## src/rtl/seven_seg_pkg.sv

```systemverilog
// ============================================================================
// seven_seg_pkg : 7-segment decode constants, digit limits and decode helper
// Revision 1.0
// ============================================================================
`default_nettype none

package seven_seg_pkg;

  localparam logic [6:0] SEG_0 = 7'h3F;
  localparam logic [6:0] SEG_1 = 7'h06;
  localparam logic [6:0] SEG_2 = 7'h5B;
  localparam logic [6:0] SEG_3 = 7'h4F;
  localparam logic [6:0] SEG_4 = 7'h66;
  localparam logic [6:0] SEG_5 = 7'h6D;
  localparam logic [6:0] SEG_6 = 7'h7D;
  localparam logic [6:0] SEG_7 = 7'h07;
  localparam logic [6:0] SEG_8 = 7'h7F;
  localparam logic [6:0] SEG_9 = 7'h6F;
  localparam logic [6:0] SEG_A = 7'h77;
  localparam logic [6:0] SEG_B = 7'h7C;
  localparam logic [6:0] SEG_C = 7'h39;
  localparam logic [6:0] SEG_D = 7'h5E;
  localparam logic [6:0] SEG_E = 7'h79;
  localparam logic [6:0] SEG_F = 7'h71;

  localparam logic [3:0] MAX_BCD = 4'd9;
  localparam logic [3:0] MAX_HEX = 4'hF;

  // Segment order is {g,f,e,d,c,b,a}.
  function automatic logic [6:0] seg_decode(input logic [3:0] nib);
    logic [6:0] seg;
    case (nib)
      4'h0:    seg = SEG_0;
      4'h1:    seg = SEG_1;
      4'h2:    seg = SEG_2;
      4'h3:    seg = SEG_3;
      4'h4:    seg = SEG_4;
      4'h5:    seg = SEG_5;
      4'h6:    seg = SEG_6;
      4'h7:    seg = SEG_7;
      4'h8:    seg = SEG_8;
      4'h9:    seg = SEG_9;
      4'hA:    seg = SEG_A;
      4'hB:    seg = SEG_B;
      4'hC:    seg = SEG_C;
      4'hD:    seg = SEG_D;
      4'hE:    seg = SEG_E;
      default: seg = SEG_F;
    endcase
    return seg;
  endfunction

endpackage

`default_nettype wire

```

## src/rtl/seven_seg_decoder.sv

```systemverilog
// ============================================================================
// seven_seg_decoder : combinational nibble to {g..a} segment pattern
// Revision 1.0
// ============================================================================
`default_nettype none

module seven_seg_decoder
  import seven_seg_pkg::*;
(
  input  logic [3:0] nibble,
  output logic [6:0] segments
);

  assign segments = seg_decode(nibble);

endmodule

`default_nettype wire

```

## src/rtl/multi_digit_7seg_counter.sv

```systemverilog
// ============================================================================
// multi_digit_7seg_counter : N-digit BCD/hex up/down counter with scanned
//                            7-segment driver
// Revision 1.0
// ============================================================================
`default_nettype none

module multi_digit_7seg_counter
  import seven_seg_pkg::*;
#(
  parameter int DIGITS         = 4,
  parameter int BCD_MODE       = 1,
  parameter int SCAN_DIV       = 1024,
  parameter int ACTIVE_LOW_OUT = 0
) (
  input  logic                  input_clock,
  input  logic                  input_reset_n,
  input  logic                  count_btn,
  input  logic                  up_down,
  input  logic                  clear,
  input  logic                  load,
  input  logic [4*DIGITS-1:0]   load_value,
  output logic [4*DIGITS-1:0]   count_value,
  output logic                  carry_out,
  output logic [7:0]            seg_out,
  output logic [DIGITS-1:0]     digit_sel
);

  localparam int         IDX_W     = (DIGITS > 1) ? $clog2(DIGITS) : 1;
  localparam int         PRE_W     = $clog2(SCAN_DIV);
  localparam logic [3:0] DIGIT_MAX = (BCD_MODE != 0) ? MAX_BCD : MAX_HEX;

  logic                 btn_sync1, btn_sync2, btn_prev;
  logic [1:0]           warm;
  logic                 armed;
  logic                 step_pulse;

  logic [4*DIGITS-1:0]  count_q, count_d, load_clean;
  logic                 carry_q, carry_d;
  logic                 ovf_q, ovf_d;
  logic                 ripple;
  logic [3:0]           dig;

  logic [PRE_W-1:0]     prescale_q;
  logic                 scan_tick;
  logic [IDX_W-1:0]     scan_idx, next_idx;
  logic [3:0]           scan_nibble;
  logic [6:0]           scan_segments;
  logic [7:0]           seg_q;
  logic [DIGITS-1:0]    sel_q;

  // A button held through reset must be seen low once (after the synchroniser
  // has filled with real samples) before any rising edge counts as a step.
  always_ff @(posedge input_clock or negedge input_reset_n) begin
    if (!input_reset_n) begin
      btn_sync1 <= 1'b0;
      btn_sync2 <= 1'b0;
      btn_prev  <= 1'b0;
      warm      <= 2'b00;
      armed     <= 1'b0;
    end else begin
      btn_sync1 <= count_btn;
      btn_sync2 <= btn_sync1;
      btn_prev  <= btn_sync2;
      warm      <= {warm[0], 1'b1};
      armed     <= armed | (warm[1] & ~btn_sync2);
    end
  end

  assign step_pulse = btn_sync2 & ~btn_prev & armed;

  always_comb begin
    load_clean = load_value;
    for (int d = 0; d < DIGITS; d++) begin
      if ((BCD_MODE != 0) && (load_value[4*d +: 4] > MAX_BCD)) begin
        load_clean[4*d +: 4] = 4'h0;
      end
    end
  end

  always_comb begin
    count_d = count_q;
    carry_d = 1'b0;
    ovf_d   = ovf_q;
    ripple  = 1'b0;
    dig     = 4'h0;
    if (clear) begin
      count_d = '0;
      ovf_d   = 1'b0;
    end else if (load) begin
      count_d = load_clean;
    end else if (step_pulse) begin
      ripple = 1'b1;
      for (int d = 0; d < DIGITS; d++) begin
        if (ripple) begin
          dig = count_q[4*d +: 4];
          if (up_down) begin
            ripple              = (dig == DIGIT_MAX);
            count_d[4*d +: 4]   = ripple ? 4'h0 : dig + 4'h1;
          end else begin
            ripple              = (dig == 4'h0);
            count_d[4*d +: 4]   = ripple ? DIGIT_MAX : dig - 4'h1;
          end
        end
      end
      carry_d = ripple;
      ovf_d   = ovf_q | ripple;
    end
  end

  always_ff @(posedge input_clock or negedge input_reset_n) begin
    if (!input_reset_n) begin
      count_q <= '0;
      carry_q <= 1'b0;
      ovf_q   <= 1'b0;
    end else begin
      count_q <= count_d;
      carry_q <= carry_d;
      ovf_q   <= ovf_d;
    end
  end

  assign scan_tick = (prescale_q == PRE_W'(SCAN_DIV - 1));
  assign next_idx  = (scan_idx == IDX_W'(DIGITS - 1)) ? '0 : scan_idx + IDX_W'(1);

  always_comb begin
    scan_nibble = count_q[3:0];
    for (int d = 0; d < DIGITS; d++) begin
      if (next_idx == IDX_W'(d)) begin
        scan_nibble = count_q[4*d +: 4];
      end
    end
  end

  seven_seg_decoder u_decoder (
    .nibble   (scan_nibble),
    .segments (scan_segments)
  );

  // Anode and segment registers load on the same edge so the pins never
  // show one digit's pattern on another digit's anode.
  always_ff @(posedge input_clock or negedge input_reset_n) begin
    if (!input_reset_n) begin
      prescale_q <= '0;
      scan_idx   <= '0;
      seg_q      <= 8'h00;
      sel_q      <= '0;
    end else if (scan_tick) begin
      prescale_q <= '0;
      scan_idx   <= next_idx;
      seg_q      <= {(next_idx == '0) & ovf_q, scan_segments};
      sel_q      <= DIGITS'(1) << next_idx;
    end else begin
      prescale_q <= prescale_q + PRE_W'(1);
    end
  end

  assign count_value = count_q;
  assign carry_out   = carry_q;

  generate
    if (ACTIVE_LOW_OUT != 0) begin : g_active_low
      assign seg_out   = ~seg_q;
      assign digit_sel = ~sel_q;
    end else begin : g_active_high
      assign seg_out   = seg_q;
      assign digit_sel = sel_q;
    end
  endgenerate

endmodule

`default_nettype wire

```

## config.mk

```make
export PLATFORM = sky130hd
export DESIGN_NAME = multi_digit_7seg_counter
export DESIGN_NICKNAME = d
export VERILOG_FILES = /design/src/rtl/seven_seg_pkg.sv /design/src/rtl/seven_seg_decoder.sv /design/src/rtl/multi_digit_7seg_counter.sv
export SDC_FILE = /design/constraint.sdc
export NUM_CORES = 1
export LEC_CHECK = 0
export BUFFER_PORTS_ARGS = -buffer_cell sky130_fd_sc_hd__buf_4
export CAP_MARGIN = 40
export CORE_ASPECT_RATIO = 0.7
export CORE_MARGIN = 2
export CORE_UTILIZATION = 55
export DETAILED_ROUTE_END_ITERATION = 12
export PLACE_DENSITY = 0.77
export SYNTH_ARGS = -nofsm -noshare
export SYNTH_HDL_FRONTEND = slang
export SYNTH_SLANG_ARGS = --single-unit
```

## constraint.sdc

```tcl
create_clock -name input_clock -period 3.74 [get_ports input_clock]
set_input_delay 0.187 -clock input_clock [delete_from_list [all_inputs] [get_ports input_clock]]
set_output_delay 0.187 -clock input_clock [all_outputs]
set_load 0.005 [all_outputs]
```

==> run_results.csv, run 1 <==
group,metric,value,unit
setup_path,rr_endpoint,"seg_out[1]",
clocking,cts_max_level,2,
timing,setup_slack,1.00,ns
die,die_x,98.0,um
setup_path,cp_common_cell,"ha_1",
place,placed_cells,496,
setup_path,critPathCapture,"seg_out[1]",
synthesis,synthTopCellsByCount,"nand2_1 (49), dfrtp_1 (48), nor2_1 (32)",
clocking,cts_buffer_depth,2,
route,ant_nets,0,
route,drt-wirelength-per-cell,15.8,um
clocking,post_cts_buffers,0,
setup_path,cp.arrival,2.89,ns
setup_path,crit_start,"scan_idx[0]",
timing,setup_violations,0,
synthesis,synth_edf_count,0,
setup_path,rrSetupSlack,1.00,ns
timing,drv_slew,0,
setup_path,required,3.90,ns
synthesis,ys_types,72,
synthesis,synth_area_leader_cell,"dfrtp_1",
synthesis,seq_area_frac_synth,35.3,%
run_status,status,"finished clean",
min_path,min_from,"load_value[4]",
clocking,clkTransAtPathRegs,0.10,ns
setup_path,cp.depth,8,
final_layout,regArea,0.00120,mm^2
grt,grt_pass1_wl,13600,um
pwr,irDropWorstVdd,0.137,mV
final_layout,syn_to_final_growth,14.7,%
timing,finalCritPeriodShare,73.2,%
pwr,p_leak,1.79,nW
route,drt_pass1_iterations,5,
run,cap_violations,0,
die,start_util,58.2,%
route,route.detailed.drc,0,
timing,max_slew_margin,57.5,%
die,die-area,0.00684,mm^2
route,vias,3035,
setup_path,crit_chain,"inv_1, ha_1, nor2_4, a221oi_2, ha_1, or4_1, o21ai_1, a31oi_1",
final_layout,final_nets,474,
die,ios,51,
grt,grt_max_degree,49,
final_layout,fillers,512,
synthesis,avgSynthCellArea,8.72,um^2
clocking,cts_root_buf,"clkbuf_8",
final_layout,stdcell_count,506,
grt,antenna_found_initial,0,
timing,worstMarginPinSlew,0.637,ns
route,drt_iter0_drc,213,
synthesis,synth.most_common_cell,"nand2_1",
setup_path,crit_fanout,10,
clocking,cts_num_sinks,48,
place,place.gp.congestion,0.894,
clocking,cts_hold_buf,2,
synthesis,yosysTopAreaCellShare,35.3,%
clocking,cts_tree,"done",
synthesis,syn_inst,390,
clocking,cts_buffers,5,
setup_path,worstSetupPathType,"reg2reg",
timing,hold_viol,0,
setup_path,endpoint_kind,"flop",
grt,gr-total-overflow,0,
clocking,cts-resized-gates,0,
die,die_h,69.8,um
synthesis,ys_warn_count,0,
grt,grt.total_usage,24.2,%
setup_path,start_kind,"flop",
final_layout,drive_gt1_share,18.3,%
min_path,hold_class,"in2reg",
die,num_rows,23,
final_layout,antenna_cells,0,
final_layout,multiInputGateArea,0.00202,mm^2
setup_path,reg2reg_from,"scan_idx[0]",
place,portBuffers,50,
synthesis,syn-num-nets,434,
route,routed_wl,7980,um
grt,grt_pass1_vias,2818,
die,core,0.00584,mm^2
pwr,p_per_area,312,mW/mm^2
synthesis,async_reset_ff_share,100,%
synthesis,synth.area.top_cells,"dfrtp_1 (35%), ha_1 (8.1%), nand2_1 (5.4%)",
timing,fin_worst_skew,0.00945,ns
synthesis,netlist_area,0.00340,mm^2
setup_path,crit_slowest_cell,"or4_1",
place,dp_hpwl,5690,um
setup_path,r2r_cells,8,
timing,rsz0062_at_grt,"false",
setup_path,critPathBufInv,1,
timing,fmax,365,MHz
timing,fin_crit,2.74,ns
setup_path,slowest_delay,0.53,ns
final_layout,final_util,66.8,%
setup_path,crit_family,"adder cells",
synthesis,ys_seq_elements,48,
timing,fin_tns_setup,0,ns
route,viasPerCell,6.00,
synthesis,synth_ff_type,"dfrtp_1",
clocking,clock_latency,0.31,ns
place,pre_cts_ws,1.04,ns
-- tightest hold or removal path: cells and delay by family --
family,cells,cell delay [ns]
buffers and inverters,1,0.11
AOI/OAI and AO/OA,1,0.06
and+or+nand+nor,1,0.04
-- metrics by stage --
stage / instance area, um^2 / hold WS [ns] / power, mW
floorplan: 3400 / -0.109 / 0.738
global placement: 3760 / 0.239 / 0.823
detailed placement: 3760 / 0.249 / 0.830
CTS: 3900 / 0.117 / 1.22
global route: 3900 / 0.139 / 1.28
finish: 3900 / 0.115 / 1.22
-- cell families after synthesis --
kind of cell | after synthesis | share of synthesized area [%]
adders and majority gates | 22 | 8.10
muxes | 13 | 4.12
other | 1 | 0.110
buffers and inverters | 37 | 5.15
DFF | 48 | 35.3
AOI/OAI and AO/OA | 101 | 20.8
and+or+nand+nor | 155 | 23.1
xor gates and xnor gates | 13 | 3.35
-- registers in the layout, indices dropped and copies added (netlist names), 2 cells and up --
register     count
seg_out          8
digit_sel        4
count_value     16
prescale_q      10
warm             2
scan_idx         2
-- power breakdown --
group	switching [mW]	leakage (nW)	internal, mW
sequential	0.0445	0.628	0.535
combinational	0.133	1.10	0.114
clock	0.190	0.0548	0.202
total	0.368	1.79	0.850
-- final cells by class --
type | count | share of cell area [%]
clock buffers | 5 | 1.76
clock inverters | 3 | 1.19
inverters | 17 | 1.64
multi-input cells | 305 | 51.9
flip-flops and latches | 48 | 30.8
well taps | 75 | 2.41
repair buffers | 53 | 10.3
-- cells in the final DEF, fill, tap and decap left out, types with 3 or more instances in the layout --
cell	netlist	layout
o21ai_0	21	21
xnor2_1	8	8
ha_1	22	22
mux2i_1	10	10
buf_4	1	51
nand2_1	49	49
nand2b_1	11	11
o22ai_1	3	3
xor2_1	5	5
a311oi_1	3	3
inv_1	15	15
clkbuf_8	0	5
and3_1	3	3
a211o_1	3	3
or3_1	6	6
nor2b_1	7	7
nand3_1	17	17
a32oi_1	4	4
a21oi_1	21	21
nor2_1	32	32
nor3b_1	3	3
dfrtp_1	48	48
and2_1	4	4
nor3_1	6	6
a31oi_1	5	5
o21ai_1	8	8
-- worst min path at each step --
stage,end,slack (ns),depth (start not counted)
6_report,count_value[4],0.12,3
5_1_grt,count_value[4],0.14,3
4_1_cts,count_value[4],0.12,3
3_5_place_dp,warm[1],0.25,1
3_3_place_gp,btn_sync2,0.24,1
2_1_floorplan,armed,-0.11,0
-- per-layer routing --
metal  wire, um  vias up  part of all wire [%]  GRT usage [%]
met5          0        -                     0              0
met4         52        0                  0.65           5.71
met3        580        6                   7.3           3.93
met2       3470      127                    43           36.3
met1       3880     1437                    49           36.6
li1           -     1465                     -              -
No activity file was read; power rests on OpenSTA's default activity.
==> run 2: changes to the inputs <==
--- a/config.mk
+++ b/config.mk
@@ -9,7 +9,7 @@
 export CAP_MARGIN = 40
 export CORE_ASPECT_RATIO = 0.7
 export CORE_MARGIN = 2
-export CORE_UTILIZATION = 55
+export CORE_UTILIZATION = 52
 export DETAILED_ROUTE_END_ITERATION = 12
 export PLACE_DENSITY = 0.77
 export SYNTH_ARGS = -nofsm -noshare
==> constraint.sdc (replaced) <==
create_clock -name input_clock -period 2.3 [get_ports input_clock]
set_input_delay 0.115 -clock input_clock [delete_from_list [all_inputs] [get_ports input_clock]]
set_output_delay 0.115 -clock input_clock [all_outputs]
set_load 0.005 [all_outputs]
==> run_results.csv, run 2 (same netlist as run 1, synthesis figures left out) <==
group,metric,value,unit
pwr,p_per_area,508,mW/mm^2
grt,grt_pass1_wl,14400,um
timing,drv_slew,0,
clocking,cts_num_sinks,48,
route,drt_iter0_drc,203,
setup_path,reg2reg_from,"scan_idx[1]",
clocking,cts_root_buf,"clkbuf_8",
die,die_h,71.7,um
die,die-area,0.00721,mm^2
die,num_rows,24,
clocking,cts_max_level,2,
route,drt-wirelength-per-cell,16.7,um
timing,setup_violations,0,
final_layout,drive_gt1_share,26.3,%
place,placed_cells,519,
die,ios,51,
setup_path,crit_fanout,5,
clocking,cts_buffers,5,
timing,fin_worst_skew,0.00901,ns
place,dp_hpwl,6340,um
run,cap_violations,0,
place,pre_cts_ws,-0.0718,ns
timing,worstMarginPinSlew,0.623,ns
die,core,0.00628,mm^2
route,drt_pass1_iterations,5,
place,portBuffers,50,
final_layout,syn_to_final_growth,23.8,%
setup_path,cp.arrival,2.42,ns
grt,gr-total-overflow,0,
clocking,clkTransAtPathRegs,0.09,ns
final_layout,fillers,502,
grt,antenna_found_initial,0,
timing,max_slew_margin,58.4,%
setup_path,crit_start,"scan_idx[1]",
place,place.gp.congestion,0.912,
final_layout,layout_common_cells,"buf_4 (76), nand2_1 (49), dfrtp_1 (47), nor2_1 (32), a21oi_1 (21)",
timing,finalCritPeriodShare,98.0,%
timing,fin_tns_setup,0,ns
die,die_x,101,um
route,routed_wl,8930,um
pwr,p_leak,1.92,nW
clocking,cts_tree,"done",
clocking,cts_buffer_depth,2,
pwr,irDropWorstVdd,0.290,mV
pwr,power,2.14,mW
setup_path,endpoint_kind,"flop",
grt,grt.total_usage,25.2,%
final_layout,final_util,67.1,%
clocking,clock_latency,0.31,ns
timing,hold_viol,0,
min_path,hold_class,"in2reg",
final_layout,antenna_cells,0,
route,route.detailed.drc,0,
timing,whs,0.0643,ns
setup_path,required,2.47,ns
route,viasPerCell,5.94,
timing,setup_slack,0.0461,ns
setup_path,worstSetupPathType,"reg2reg",
route,vias,3173,
die,start_util,54.2,%
final_layout,final_common_cell,"buf_4",
final_layout,stdcell_area,0.00421,mm^2
timing,fin_crit,2.25,ns
place,dpl-instance-area,0.00393,mm^2
timing,fmax,444,MHz
grt,grt_pass1_vias,2942,
final_layout,largest_register_ffs,16,
min_path,min_from,"load_value[4]",
final_layout,stdcell_count,534,
run_status,status,"finished clean",
route,ant_nets,0,
grt,grt_max_degree,49,
setup_path,start_kind,"flop",
final_layout,final_nets,499,
==> run 2: cell types whose count changed in the layout (fill, tap and decap cells not counted), moves of 2 or more <==
cell / before / now
buf_4: 51 / 76
ha_1: 22 / 17
ha_4: 0 / 4
o21ai_0: 21 / 19
mux2i_2: 1 / 3
inv_1: 15 / 13
mux2i_1: 10 / 8
==> run 2: final timing paths <==
kind / endpoint / slack, ns / depth (start not counted)
hold reg to reg: btn_sync2 / 0.36 / 0
setup reg to reg: seg_out[6] / 0.05 / 9
setup / recovery: seg_out[6] / 0.05 / 9
hold / removal: count_value[4] / 0.06 / 3
max in group asynchronous: scan_idx[1] / 1.48 / 2
min in group asynchronous: count_value[11] / 0.36 / 2
==> run 2: area by class of cell <==
| cell class | instances | area, um^2 | share of cell area, % |
|---|---|---|---|
| inverter | 17 | 66.3 | 1.58 |
| multi-input combinational | 305 | 2110 | 50.2 |
| timing repair buffer | 78 | 591 | 14.0 |
| sequential | 48 | 1200 | 28.6 |
| tap | 78 | 97.6 | 2.32 |
| clock buffer | 5 | 68.8 | 1.63 |
| clock inverter | 3 | 68.8 | 1.63 |
==> run 2: per-layer routing <==
metal / wire length, um / GRT usage (%) / up-vias
li1: - / - / 1519
met3: 473 / 3.61 / 10
met1: 4270 / 37.4 / 1537
met4: 96 / 7.46 / 0
met5: 0 / 0 / -
met2: 4090 / 38.4 / 107
==> run 2: report_power, final <==
| part | internal (mW) | switching, mW |
|---|---|---|
| logic | 0.213 | 0.253 |
| clock network | 0.438 | 0.309 |
| registers | 0.871 | 0.0539 |
| total | 1.52 | 0.616 |
==> run 2: repair_timing <==
item                                    4_1_cts  5_1_grt
buffers inserted                              1        5
hold endpoints to repair                     49        0
pin swaps                                     0        6
gates resized for setup                       4       15
endpoints found under the setup margin        3        5
hold buffers                                  2        0
==> run 2: critical path, cell delays in order (launching register included) <==
cell     delay [ns]
dfrtp_2        0.46
inv_4          0.09
ha_4           0.19
mux2i_2        0.26
a221o_2        0.25
inv_2          0.05
buf_4          0.15
or4_1          0.51
o21ai_1        0.10
a31oi_1        0.06
==> run 3: changes to the inputs <==
--- a/config.mk
+++ b/config.mk
@@ -5,13 +5,13 @@
 export SDC_FILE = /design/constraint.sdc
 export NUM_CORES = 1
 export LEC_CHECK = 0
-export BUFFER_PORTS_ARGS = -buffer_cell sky130_fd_sc_hd__buf_4
 export CAP_MARGIN = 40
 export CORE_ASPECT_RATIO = 0.7
 export CORE_MARGIN = 2
-export CORE_UTILIZATION = 52
+export CORE_UTILIZATION = 55
 export DETAILED_ROUTE_END_ITERATION = 12
-export PLACE_DENSITY = 0.77
+export DONT_BUFFER_PORTS = 1
+export PLACE_DENSITY = 0.73
 export SYNTH_ARGS = -nofsm -noshare
 export SYNTH_HDL_FRONTEND = slang
 export SYNTH_SLANG_ARGS = --single-unit
==> run_results.csv, run 3 (same netlist as run 1, synthesis figures left out) <==
group,metric,value,unit
die,start_util,58.2,%
run_status,status,"finished clean",
place,place.gp.congestion,0.937,
clocking,clkTransAtPathRegs,0.09,ns
timing,max_slew_margin,60.7,%
die,die_x,98.0,um
clocking,cts_num_sinks,48,
setup_path,required,2.46,ns
grt,antenna_found_initial,0,
route,ant_nets,0,
clocking,clock_latency,0.30,ns
min_path,hold_depth,2,
route,drt_pass1_iterations,5,
timing,fin_worst_skew,0.00827,ns
route,viasPerCell,6.18,
grt,grt.total_usage,25.7,%
route,routed_wl,8840,um
place,pre_cts_ws,-0.0123,ns
pwr,p_per_area,527,mW/mm^2
place,dp_hpwl,6140,um
timing,fmax,445,MHz
die,ios,51,
route,route.detailed.drc,0,
clocking,cts_buffers,5,
place,portBuffers,0,
final_layout,drive_gt1_share,18.1,%
setup_path,rr_endpoint,"seg_out[1]",
pwr,p_leak,1.75,nW
setup_path,crit_fanout,6,
clocking,cts_max_level,2,
final_layout,stdcell_area,0.00395,mm^2
setup_path,worstSetupPathType,"reg2reg",
final_layout,layout_common_cells,"nand2_1 (49), dfrtp_1 (45), buf_4 (34), nor2_1 (32), a21oi_1 (21)",
final_layout,final_nets,464,
final_layout,final_common_cell,"nand2_1",
min_path,hold_class,"in2reg",
timing,worstMarginPinSlew,0.588,ns
grt,grt_pass1_vias,2843,
grt,gr-total-overflow,0,
clocking,cts_buffer_depth,2,
final_layout,final_util,67.7,%
setup_path,r2r_cells,9,
clocking,cts_root_buf,"clkbuf_8",
timing,setup_violations,0,
place,dpl-instance-area,0.00360,mm^2
setup_path,rrSetupSlack,0.05,ns
die,die-area,0.00684,mm^2
setup_path,endpoint_kind,"flop",
final_layout,syn_to_final_growth,16.3,%
min_path,hold_path_end,"count_value[13]",
grt,grt_pass1_wl,14200,um
route,vias,3067,
grt,grt_max_degree,49,
final_layout,largest_register_ffs,16,
timing,fin_crit,2.25,ns
min_path,min_from,"load_value[13]",
setup_path,reg2reg_from,"scan_idx[0]",
die,core,0.00584,mm^2
timing,drv_slew,0,
die,die_h,69.8,um
setup_path,start_kind,"flop",
final_layout,antenna_cells,0,
pwr,irDropWorstVdd,0.244,mV
die,num_rows,23,
setup_path,cp.arrival,2.41,ns
route,drt-wirelength-per-cell,17.8,um
timing,setup_slack,0.0520,ns
route,drt_iter0_drc,220,
clocking,cts_tree,"done",
run,cap_violations,0,
timing,hold_viol,0,
timing,finalCritPeriodShare,97.7,%
run 3: changes by cell type in the layout (fill, tap and decap cells not counted), sizes merged:
cell / previous run / this run
dlygate4sd3: 2 / 8
buf: 76 / 35
run 3: layout make-up:
cell class / count / area, um^2
fillers: 456 / 1890
multi-input cells: 305 / 2090
repair buffers: 43 / 363
clock buffers: 5 / 68.8
clock inverters: 3 / 68.8
flip-flops and latches: 48 / 1200
inverters: 17 / 63.8
well taps: 75 / 93.8
run 3: power breakdown:
group | switching, mW | total (mW) | internal, mW
sequential | 0.0488 | 0.920 | 0.871
combinational | 0.233 | 0.420 | 0.187
clock | 0.305 | 0.743 | 0.438
run 3: worst max-delay path: stages, from the launching register on:
cell	delay, ns
dfrtp_2	0.43
inv_2	0.07
buf_4	0.13
ha_4	0.18
nor2_1	0.06
a221o_2	0.44
ha_4	0.25
or4_1	0.40
o21ai_1	0.09
a31oi_1	0.05
run 3: what timing repair did:
item                                    CTS  global route
setup buffers                             1             5
hold buffers                              9             0
hold endpoints to repair                 57             0
endpoints found under the setup margin    1             6
resized for setup                         2            12
pin swaps                                 1             4
run 3: per-layer routing:
metal | GRT usage, % | share of wire [%] | up-vias
met5 | 0 | 0 | -
met4 | 4.78 | 2.4 | 0
met3 | 6.35 | 8.4 | 21
met2 | 38.5 | 43 | 149
met1 | 38.0 | 47 | 1452
li1 | - | - | 1445
run 3: through the flow:
step	instances	total power, mW	setup TNS [ns]	hold WS [ns]
CTS	491	2.08	0	0.0112
floorplan	390	1.20	0	-0.181
detailed placement	473	1.30	-0.0123	-0.179
global route	496	2.19	-0.145	0.0221
global placement	473	1.29	0	-0.179
finish	496	2.08	0	0.0108
run 3: worst max path at each step:
stage          slack (ns)          to         from
6_report             0.05  seg_out[1]  scan_idx[0]
5_1_grt             -0.04  seg_out[1]  scan_idx[0]
4_1_cts             0.008  seg_out[1]  scan_idx[1]
3_5_place_dp        -0.01  seg_out[1]  scan_idx[1]
3_3_place_gp         0.07  seg_out[1]  scan_idx[1]
2_1_floorplan        0.06  seg_out[4]  scan_idx[0]
